$ cat src/rtl/cpu_irq_controller_pkg.sv
// Shared constants, FSM encoding and priority helper for the CPU interrupt controller.
package cpu_irq_controller_pkg;

  localparam logic [3:0] IRQ_REG_PENDING = 4'd0;
  localparam logic [3:0] IRQ_REG_ENABLE  = 4'd1;
  localparam logic [3:0] IRQ_REG_EDGE    = 4'd2;
  localparam logic [3:0] IRQ_REG_STATUS  = 4'd3;

  localparam logic [7:0] CAUSE_IRQ_BASE = 8'h10;

  localparam logic [1:0] IRQ_ST_IDLE       = 2'd0;
  localparam logic [1:0] IRQ_ST_REQUEST    = 2'd1;
  localparam logic [1:0] IRQ_ST_IN_SERVICE = 2'd2;

  typedef enum logic [1:0] {
    StIdle      = IRQ_ST_IDLE,
    StRequest   = IRQ_ST_REQUEST,
    StInService = IRQ_ST_IN_SERVICE
  } irq_state_e;

  // Lowest set index wins; 0 when nothing is set (caller qualifies with |req).
  function automatic logic [3:0] lowest_id(input logic [15:0] req);
    lowest_id = 4'd0;
    for (int i = 15; i >= 0; i--) begin
      if (req[i]) lowest_id = 4'(i);
    end
  endfunction

endpackage

$ cat src/rtl/irq_sync_edge.sv
// Two-flop synchroniser for one interrupt line, followed by a registered level
// and a registered one-cycle rising-edge pulse.
module irq_sync_edge (
  input  logic clock,
  input  logic reset_n,
  input  logic async_in,
  output logic level,
  output logic rise
);

  logic sync1_q, sync2_q, level_q, rise_q;

  always_ff @(posedge clock) begin
    if (!reset_n) begin
      sync1_q <= 1'b0;
      sync2_q <= 1'b0;
      level_q <= 1'b0;
      rise_q  <= 1'b0;
    end else begin
      sync1_q <= async_in;
      sync2_q <= sync1_q;
      level_q <= sync2_q;
      rise_q  <= sync2_q & ~level_q;
    end
  end

  assign level = level_q;
  assign rise  = rise_q;

endmodule

$ cat src/rtl/cpu_irq_controller.sv
// Interrupt controller: per-source pending/enable/edge registers, lowest-index
// priority and a request/ack/done handshake with the CPU exception stage.
module cpu_irq_controller
  import cpu_irq_controller_pkg::*;
#(
  parameter int unsigned NUM_SRC = 8
) (
  input  logic               clock,
  input  logic               reset_n,
  input  logic [NUM_SRC-1:0] irq_src,
  input  logic               bus_req,
  input  logic               bus_write,
  input  logic [3:0]         bus_addr,
  input  logic [31:0]        bus_wdata,
  output logic [31:0]        bus_rdata,
  output logic               bus_ack,
  output logic               cpu_irq,
  output logic [7:0]         cpu_irq_cause,
  input  logic               cpu_irq_ack,
  input  logic               cpu_irq_done
);

  logic [NUM_SRC-1:0] src_level, src_rise;
  logic [NUM_SRC-1:0] pend_q, pend_d, en_q, edge_q;
  logic [NUM_SRC-1:0] w1c, ack_clr;
  logic [15:0]        req16;
  logic [3:0]         win_id, id_q, id_d;
  logic [7:0]         cause_q, cause_d;
  irq_state_e         state_q, state_d;
  logic               wr;
  logic [31:0]        rd_data, rdata_q;
  logic               ack_q;
  logic               unused_wdata;

  for (genvar g = 0; g < NUM_SRC; g++) begin : g_src
    irq_sync_edge u_sync (
      .clock    (clock),
      .reset_n  (reset_n),
      .async_in (irq_src[g]),
      .level    (src_level[g]),
      .rise     (src_rise[g])
    );
  end

  assign wr           = bus_req & bus_write;
  assign unused_wdata = ^bus_wdata[31:NUM_SRC];

  // Edge bits: a new rise beats any clear (W1C or ack) in the same cycle.
  always_comb begin
    w1c     = '0;
    ack_clr = '0;
    if (wr && bus_addr == IRQ_REG_PENDING) w1c = bus_wdata[NUM_SRC-1:0];
    for (int i = 0; i < NUM_SRC; i++) begin
      ack_clr[i] = (state_q == StRequest) && cpu_irq_ack && (id_q == 4'(i));
    end
    pend_d = (edge_q & ((pend_q & ~(w1c | ack_clr)) | src_rise)) | (~edge_q & src_level);
  end

  always_ff @(posedge clock) begin
    if (!reset_n) begin
      pend_q <= '0;
      en_q   <= '0;
      edge_q <= '0;
    end else begin
      pend_q <= pend_d;
      if (wr && bus_addr == IRQ_REG_ENABLE) en_q <= bus_wdata[NUM_SRC-1:0];
      if (wr && bus_addr == IRQ_REG_EDGE)   edge_q <= bus_wdata[NUM_SRC-1:0];
    end
  end

  assign req16  = 16'(pend_q & en_q);
  assign win_id = lowest_id(req16);

  always_comb begin
    state_d = state_q;
    id_d    = id_q;
    cause_d = cause_q;
    unique case (state_q)
      StIdle: begin
        if (|req16) begin
          id_d    = win_id;
          cause_d = CAUSE_IRQ_BASE + {4'h0, win_id};
          state_d = StRequest;
        end
      end
      StRequest: begin
        if (cpu_irq_ack) state_d = StInService;
      end
      StInService: begin
        if (cpu_irq_done) state_d = StIdle;
      end
      default: state_d = StIdle;
    endcase
  end

  always_ff @(posedge clock) begin
    if (!reset_n) begin
      state_q <= StIdle;
      id_q    <= 4'd0;
      cause_q <= 8'h00;
    end else begin
      state_q <= state_d;
      id_q    <= id_d;
      cause_q <= cause_d;
    end
  end

  assign cpu_irq       = (state_q == StRequest);
  assign cpu_irq_cause = cause_q;

  always_comb begin
    rd_data = '0;
    case (bus_addr)
      IRQ_REG_PENDING: rd_data[NUM_SRC-1:0] = pend_q;
      IRQ_REG_ENABLE:  rd_data[NUM_SRC-1:0] = en_q;
      IRQ_REG_EDGE:    rd_data[NUM_SRC-1:0] = edge_q;
      IRQ_REG_STATUS:  rd_data = {22'h0, state_q, id_q, 4'h0};
      default:         rd_data = '0;
    endcase
  end

  always_ff @(posedge clock) begin
    if (!reset_n) begin
      ack_q   <= 1'b0;
      rdata_q <= '0;
    end else begin
      ack_q   <= bus_req;
      rdata_q <= (bus_req && !bus_write) ? rd_data : '0;
    end
  end

  assign bus_ack   = ack_q;
  assign bus_rdata = rdata_q;

endmodule

$ cat config.mk
export PLATFORM = sky130hd
export DESIGN_NAME = cpu_irq_controller
export DESIGN_NICKNAME = d
export VERILOG_FILES = /design/src/rtl/cpu_irq_controller_pkg.sv /design/src/rtl/irq_sync_edge.sv /design/src/rtl/cpu_irq_controller.sv
export SDC_FILE = /design/constraint.sdc
export NUM_CORES = 1
export LEC_CHECK = 0
export BUFFER_PORTS_ARGS = -buffer_cell sky130_fd_sc_hd__buf_2
export CAP_MARGIN = 20
export CORE_ASPECT_RATIO = 2
export CORE_MARGIN = 5
export CORE_UTILIZATION = 40
export DETAILED_ROUTE_END_ITERATION = 7
export GPL_ROUTABILITY_DRIVEN = 0
export PLACE_DENSITY = 0.71
export RECOVER_POWER = 50
export SLEW_MARGIN = 20
export SYNTH_ARGS = -nofsm -noshare
export SYNTH_HDL_FRONTEND = slang
export SYNTH_SLANG_ARGS = --single-unit
$ cat constraint.sdc
create_clock -name clock -period 1.3 [get_ports clock]
set_clock_uncertainty 0.2 [all_clocks]
set_input_delay 0.26 -clock clock [delete_from_list [all_inputs] [get_ports clock]]
set_output_delay 0.26 -clock clock [all_outputs]
set_load 0.01 [all_outputs]
==> results.md, run 1 <==
- The number of remaining DRC errors is 0.
- After the first detailed-routing iteration, the DRC count stood at 178.
- The largest single stage delay on the critical path is 0.32 ns.
- The via count normalized by instance count is 4.976.
- The startpoint identified for the worst register-to-register timing path is state_q[0].
- The total grt overflow is 0.
- In this run the worst setup path begins at state_q[0].
- The cell sitting at the root of the clock tree is a clkbuf_16.
- The total I/O pin count is 92.
- For the pin with the worst max-slew slack, the measured transition is 0.6015 ns.
- A synthesized cell averages 10.09 um2.
- Entering global routing, the biggest net connects 28 pins.
- The slowest stage of the critical path belongs to the cell dfxtp_2.
- Once layout is complete, the cells apart from fillers number 502.
- Before antenna repair, the detailed router went through 6 iterations.
- Port buffering added 41 buffers.
- The largest voltage drop on the vdd net is 0.0007857 V.
- No sink is reached through more buffers than the 2 on the longest clock path.
- The cell area after layout is 4228 um2.
- The path class of the tightest hold or removal check is primary input to register.
- Measured against its own limit, the worst slew margin works out to 0.5990.
- The detail route stage leaves a number of antenna-violating nets equal to 0.
- The die width is 71.10 um.
- The distinct cell type count of the synthesized netlist is 39.
- The first global-routing pass estimated 12250 um of wire.
- After synthesis the cells add up to 2987 um2.
- At the later pin of the worst-skew pair, clock insertion delay measures 0.33 ns.
- STA classifies the critical path endpoint as a primary output.
- Counting flops and latches in the post-synthesis netlist gives 73.
- The clock tree from TritonCTS is built.
- The clock-pin slew of the registers on the worst-case setup and hold paths is 0.05 ns.
- The final critical-path share of the clock period is 1.130.
- After floorplanning, the core was divided into 44 placement rows.
- Counting flops with an async set or reset pin after synthesis yields a share of 0.
- The critical path required time is 0.84 ns.
- The flip-flop cell with the highest count after synthesis is dfxtp_1.
- Yosys mapped a number of flops with a built-in enable equal to 0.
- The total placed cells including tap cells is 467.
- The number of warnings issued by yosys is 0.
- The H-tree depth reported by CTS is 3.
- Setup repair after global routing could not meet its margin everywhere.
- Dividing the detail-routed wire length by the instance count gives 15.11 um.
- The wire-length estimate of the detail-placed layout is 5508 um.
- In the global route stage, overall resource usage came out at 0.1673.
- The source of the worst hold timing path is cpu_irq_ack.
- Clock tree synthesis found a total of 73 sinks.
- The number of instances in the synthesized netlist is 296.
- The total buffers and inverters traversed by the critical path is 2.
- The checks that failed: setup timing.
- The flow ran to the end, but the final reports show violations.
- After layout, the minimum clock period comes to 1.469 ns.
- Of the cells placed in the final design, the portion with a size suffix greater than 1 is 0.4122.
- The cell area after placement is 3565 um2.
- The tool flagged a number of max-cap violations equal to 0.
- Derived from the worst setup path, the maximum achievable clock frequency is 0.6808 GHz.
- The floorplan step set the die height to 132.2 um.
- The routed layout has 2498 vias.
- Broken down by cell family, the worst path's largest delay share belongs to flip-flops.
- The die footprint is 9399 um2.
- Dividing total power by cell area gives a power density of 1203 nW/um2.
- The antenna cell count is 0.
- The effective utilization at floorplan is 0.4110.
- The total wire length is 7586 um.
- The number of global-route vias before repair is 2591.
- The sequential area share after synthesis is 0.4893.
- The worst endpoint data arrival time is 1.01 ns.
- The static power due to leakage is 0.001969 uW.
- The minimum setup slack in the final design is -0.1689 ns.
- The total number of nets in the final design is 455.
- The area inside the core boundary is 7267 um2.
- Counting the fill cells in the layout gives 620.
- From synthesis to final layout, the design area changed by 41.56%.
- Traced cell by cell, the critical path runs through buf_6 > nor2b_1 > buf_2.
- The initial antenna violation count is 0.
- Setup violations remaining at the end of the flow were counted as 25.
- The number of failing hold endpoints at the final stage was 0.
- Clock tree synthesis inserted a total of 9 buffers.
- The total count of max-transition violations in the final report is 0.
- Of all nets on the critical path, the largest fanout is 4.
- The pre-CTS setup slack is -0.2973 ns.
- The total negative slack is -2.041 ns.
- The category of the critical setup timing path is register to primary output.
- The worst setup path is launched from a register.
worst register-to-register path, cell delays in order (launching register included):
cell and delay, ns:
dfxtp_2 0.32, buf_6 0.11, buf_4 0.12, buf_4 0.14, nor2_1 0.19, a21oi_2 0.08, a41o_1 0.20
final cells by class:
| cell class | count | area [um2] | share of cell area |
|---|---|---|---|
| Clock buffer | 10 | 239.0 | 0.05653 |
| Clock inverter | 6 | 66.31 | 0.01569 |
| Inverter | 1 | 3.754 | 0.0008878 |
| Multi-Input combinational cell | 209 | 1495 | 0.3537 |
| Sequential cell | 73 | 1488 | 0.3519 |
| Tap cell | 92 | 115.1 | 0.02723 |
| Timing Repair Buffer | 111 | 820.8 | 0.1941 |
per-layer routing:
metal,track usage,share of wire
met1,0.1559,0.35
met2,0.3020,0.53
met3,0.03740,0.053
met4,0.1297,0.069
met5,0,0
cells by family after synthesis:
family | share of synthesized area
AOI/OAI and AO/OA | 0.1081
and+or+nand+nor | 0.2162
DFF | 0.4893
other | 0.001256
muxes | 0.09635
buffers and inverters | 0.08881
Yosys cell counts, types with 3 or more instances:
cell / number / area share
nor2b_1: 21 / 0.044
nor2_1: 14 / 0.018
a221oi_1: 6 / 0.018
mux2i_1: 13 / 0.044
a21boi_1: 4 / 0.010
mux4_2: 3 / 0.023
mux2_2: 8 / 0.030
a22oi_1: 4 / 0.010
nand2_1: 18 / 0.023
dfxtp_1: 73 / 0.49
nor3b_1: 4 / 0.010
buf_2: 5 / 0.0084
buf_4: 26 / 0.065
clkbuf_1: 5 / 0.0063
a21o_1: 6 / 0.015
nand3_1: 16 / 0.027
a21boi_0: 4 / 0.010
a21oi_1: 12 / 0.020
and2_1: 28 / 0.059
flip-flops by register name, summed over array words and instances (netlist names), 2 cells and up:
name                  cells
cpu_irq_cause             2
id_q                      2
state_q                   2
en_q                      8
edge_q                    8
bus_rdata                10
g_src.u_sync.rise         8
g_src.u_sync.sync1_q      8
g_src.u_sync.level        8
pend_q                    8
g_src.u_sync.sync2_q      8
cell usage in the layout (no fill, tap or decap), types with 2 or more instances in the layout:
cell            n
buf_6          12
mux4_2          3
nor2b_1        18
clkbuf_4        2
a221oi_2        6
mux2_2          8
mux2i_1        13
dfxtp_4         4
a22o_1          2
buf_12          3
clkbuf_1        4
a22oi_2         3
and4_1          2
buf_2          35
a21boi_0        4
nor2b_4         2
buf_4          42
conb_1         26
a21o_1          6
dfxtp_1        60
and2_4          3
a31oi_1         2
dlygate4sd3_1   8
nand3_1        16
nand2_1        17
clkbuf_2        5
nor3b_2         3
a21oi_2         4
clkinvlp_4      3
nor2_1         14
and2_1         17
clkbuf_16       9
dfxtp_2         9
and2_0          8
a21boi_1        4
a21oi_1         8
through the flow:
| step | hold slack (ns) | utilization | power [uW] |
|---|---|---|---|
| 6_report | 0.01534 | 0.5818 | 5087 |
| 5_1_grt | 0.01950 | 0.5818 | 5280 |
| 4_1_cts | 0.005601 | 0.5725 | 5148 |
| 3_5_place_dp | 0.2048 | 0.4905 | 2634 |
| 3_3_place_gp | 0.1975 | 0.4905 | 2626 |
| 2_1_floorplan | 0.1873 | - | 2555 |
repair_timing:
item | in CTS | in global routing
pin swaps | 13 | 8
setup endpoints to repair | 20 | 31
hold endpoints to repair | 8 | 0
hold buffers | 8 | 0
setup buffers | 6 | 6
gates resized for setup | 42 | 16
power by group:
part / switching (uW) / internal (uW) / total, uW
clock: 950 / 1540 / 2490
combinational: 158 / 147 / 305
sequential: 16.2 / 2280 / 2290
path summary, 6_finish.rpt:
kind,endpoint,slack [ns],cells after the start
worst min register to register,g_src[4].u_sync.rise,0.21,1
worst max register to register,id_q[0],-0.17,6
worst max-delay path,cpu_irq,-0.17,3
worst min-delay path,state_q[0],0.02,4
(Power assumes the default switching activity.)
==> inputs of run 2 (changes only) <==
--- a/config.mk
+++ b/config.mk
@@ -14,6 +14,7 @@
 export GPL_ROUTABILITY_DRIVEN = 0
 export PLACE_DENSITY = 0.71
 export RECOVER_POWER = 50
+export SETUP_SLACK_MARGIN = 0.4
 export SLEW_MARGIN = 20
 export SYNTH_ARGS = -nofsm -noshare
 export SYNTH_HDL_FRONTEND = slang
==> run 2 against run 1 <==
Compared with the run above: the flow finishes with violations (hold timing, setup timing); final area increased by 3.4%; clock power rose by 7%; highest routed layer unchanged; sequential power is essentially flat.
==> results.md, run 2 (synthesized netlist as in run 1, its figures left out) <==
- The run finished, with violations left.
- The final reports fail on hold timing, setup timing.
- The overall via count from detail_route is 2494.
- The worst setup path is captured at a register.
- The category of the critical setup timing path is register to register.
- After filler insertion, the fill cell instance count of the layout stands at 594.
- The power per cell area is 1209 nW/um2.
- Across every metal layer, demand over resource in global routing totals 0.1713.
- During placement, the flow inserted port buffers numbering 41.
- The final-report setup violation count is 23.
- Setup repair after global routing could not meet its margin everywhere.
- Compared with the post-synthesis result, the final layout area differs by 46.42%.
- The H-tree depth reported by CTS is 3.
- Leaving out fill and tap cells, the most frequent cells in the layout are 49 x dfxtp_1, 34 x buf_6, 30 x buf_4, 26 x conb_1, 25 x buf_2.
- The net count of the finished layout is 443.
- STA classifies the critical path startpoint as a register.
- The y dimension of the die is 132.2 um.
- The cell area after layout is 4373 um2.
- The clock insertion delay at the later pin of the skew report is 0.33 ns.
- The total wire length is 7807 um.
- The overall power is 5287 uW.
- For this run, the detailed router's first-pass iteration total came to 4.
- The half-perimeter wire length after detailed placement is 5332 um.
- STA puts the critical path data arrival time at 1.51 ns.
- The total grt overflow is 0.
- The met2 wirelength from detailed routing is 4316 um.
- Measured along the x axis, the die boundary spans 71.10 um.
- Leaving out fill and tap cells, the most frequent cell in the layout is dfxtp_1.
- The total count of max-transition violations in the final report is 0.
- The number of failing hold endpoints at the final stage is 8.
- The launch instance of the worst register-to-register path is pend_q[7].
- The flip-flop count of the largest register after layout is 10.
- The tightest hold path in the finished design has a slack of -0.06104 ns.
- The routed design could run at a clock period as short as 1.488 ns.
- After clock tree synthesis, the clock-pin slew on the worst setup and hold paths is 0.06 ns.
- The minimum setup slack in the final design is -0.1879 ns.
- Summed over all cells, the static leakage comes to 0.001979 uW.
- The top fanout value on the critical path is 4.
- In this design, the stage delay of the slowest critical-path cell is 0.33 ns.
- The clock tree from TritonCTS is built.
- The slowest stage of the critical path is the dfxtp_2 cell.
- CTS placed an instance of clkbuf_16 at the clock tree root.
- The total length of routed met3 wires is 510 um.
- The clock tree buffer depth is 2.
- 0 antenna diodes ended up in the layout.
- The floorplan has 44 rows.
- Dividing the final minimum period by the clock period gives 1.145.
- Entering global routing, the biggest net connects 21 pins.
- The number of global-route vias before repair is 2586.
- The number of sinks driven by the clock tree is 73.
- Traced cell by cell, the critical path runs through a22oi_2 > nand4_1 > a41o_1.
- The uppermost layer routed is met4.
- Clock tree synthesis inserted a total of 9 buffers.
- The core region is 7267 um2.
- The total buffers and inverters traversed by the critical path is 0.
- The first global-routing pass estimated 12290 um of wire.
- 92 I/O pins were placed.
- The met1 layer wirelength in the final routing is 2509 um.
- The initial antenna violation count is 0.
- The effective utilization at floorplan is 0.4110.
- Based on the critical path, the design can be clocked at up to 0.6721 GHz.
- Among cell families on the critical path, the largest total delay comes from compound AO/OA/AOI/OAI gates.
- The average routed wire per standard cell is 15.93 um.
- IR analysis of the VDD net gives a maximum drop of 0.0007862 V.
- In the final layout, the share of cells above drive strength 1 is 0.4925.
- The die covers 9399 um2.
- The origin of the worst setup path is pend_q[7].
- The initial DRC count is 173.
- After detailed placement, the total cell area comes to 3557 um2.
- The class of the worst hold path is primary input to register.
- The post-route core utilization is 0.6018.
- In the routed layout, each cell is associated on average with a via count of 5.090.
- Across the run, the number of max-cap violations was 0.
- The remaining number of nets flagged by the antenna check after routing is 0.
- For this run, design rule violations remaining after detail routing come to 0.
- For the worst setup path, the data required time is 1.32 ns.
- The source of the worst hold timing path is irq_src[3].
==> run 2: changes by cell type in the layout (fill, tap and decap cells not counted), sizes merged <==
| cell | change |
|---|---|
| bufbuf | +1 |
| clkbuf | -4 |
| bufinv | +1 |
| inv | -1 |
| clkinv | +1 |
| dlygate4sd3 | -8 |
| clkinvlp | -2 |
==> run 2: where the power goes <==
group	switching (uW)	internal [uW]	total [uW]
Combinational	166	157	323
Clock	892	1780	2670
Sequential	19.1	2280	2300
==> run 2: path summary, 6_finish.rpt <==
path,slack [ns],depth (start not counted),end
max reg2reg,-0.19,3,id_q[0]
min,-0.06,2,g_src[3].u_sync.sync1_q
max,-0.19,3,id_q[0]
min reg2reg,0.21,1,g_src[2].u_sync.rise
==> run 2: per-layer routing <==
layer,vias to the layer above,track usage
met4,0,0.1527
met3,26,0.04046
met5,-,0
met2,106,0.2958
met1,1196,0.1616
li1,1166,-
==> run 2: repair_timing <==
| action | in CTS | in global routing |
|---|---|---|
| pin swaps | 27 | 19 |
| endpoints found under the hold margin | 8 | 8 |
| gates resized for setup | 71 | 28 |
| setup endpoints to repair | 59 | 56 |
| buffers inserted | 13 | 6 |
| cloned | 1 | 0 |
==> run 2: stage by stage <==
stage          hold slack, ns  cells  setup TNS (ns)  worst slack [ns]
2_1_floorplan          0.1722    321          -1.745           -0.1294
3_3_place_gp           0.1972    454          -7.159           -0.2876
3_5_place_dp           0.2040    454          -7.760           -0.2890
4_1_cts              -0.07643    484          -1.803           -0.1513
5_1_grt              -0.07457    490          -3.309           -0.2304
6_report             -0.06104    490          -2.013           -0.1879
==> run 2: worst reg2reg max path, stage by stage, from the launching register on <==
cell and delay [ns]:
dfxtp_2 0.33, a22oi_2 0.31, nand4_1 0.26, a41o_1 0.27
==> run 2: layout make-up <==
type,count,area [um2],area share
Sequential cell,73,1501,0.3433
Clock buffer,11,252.7,0.05780
Inverter,1,3.754,0.0008584
Tap cell,92,115.1,0.02632
Multi-Input combinational cell,209,1575,0.3602
Timing Repair Buffer,99,847.1,0.1937
Clock inverter,5,77.57,0.01774
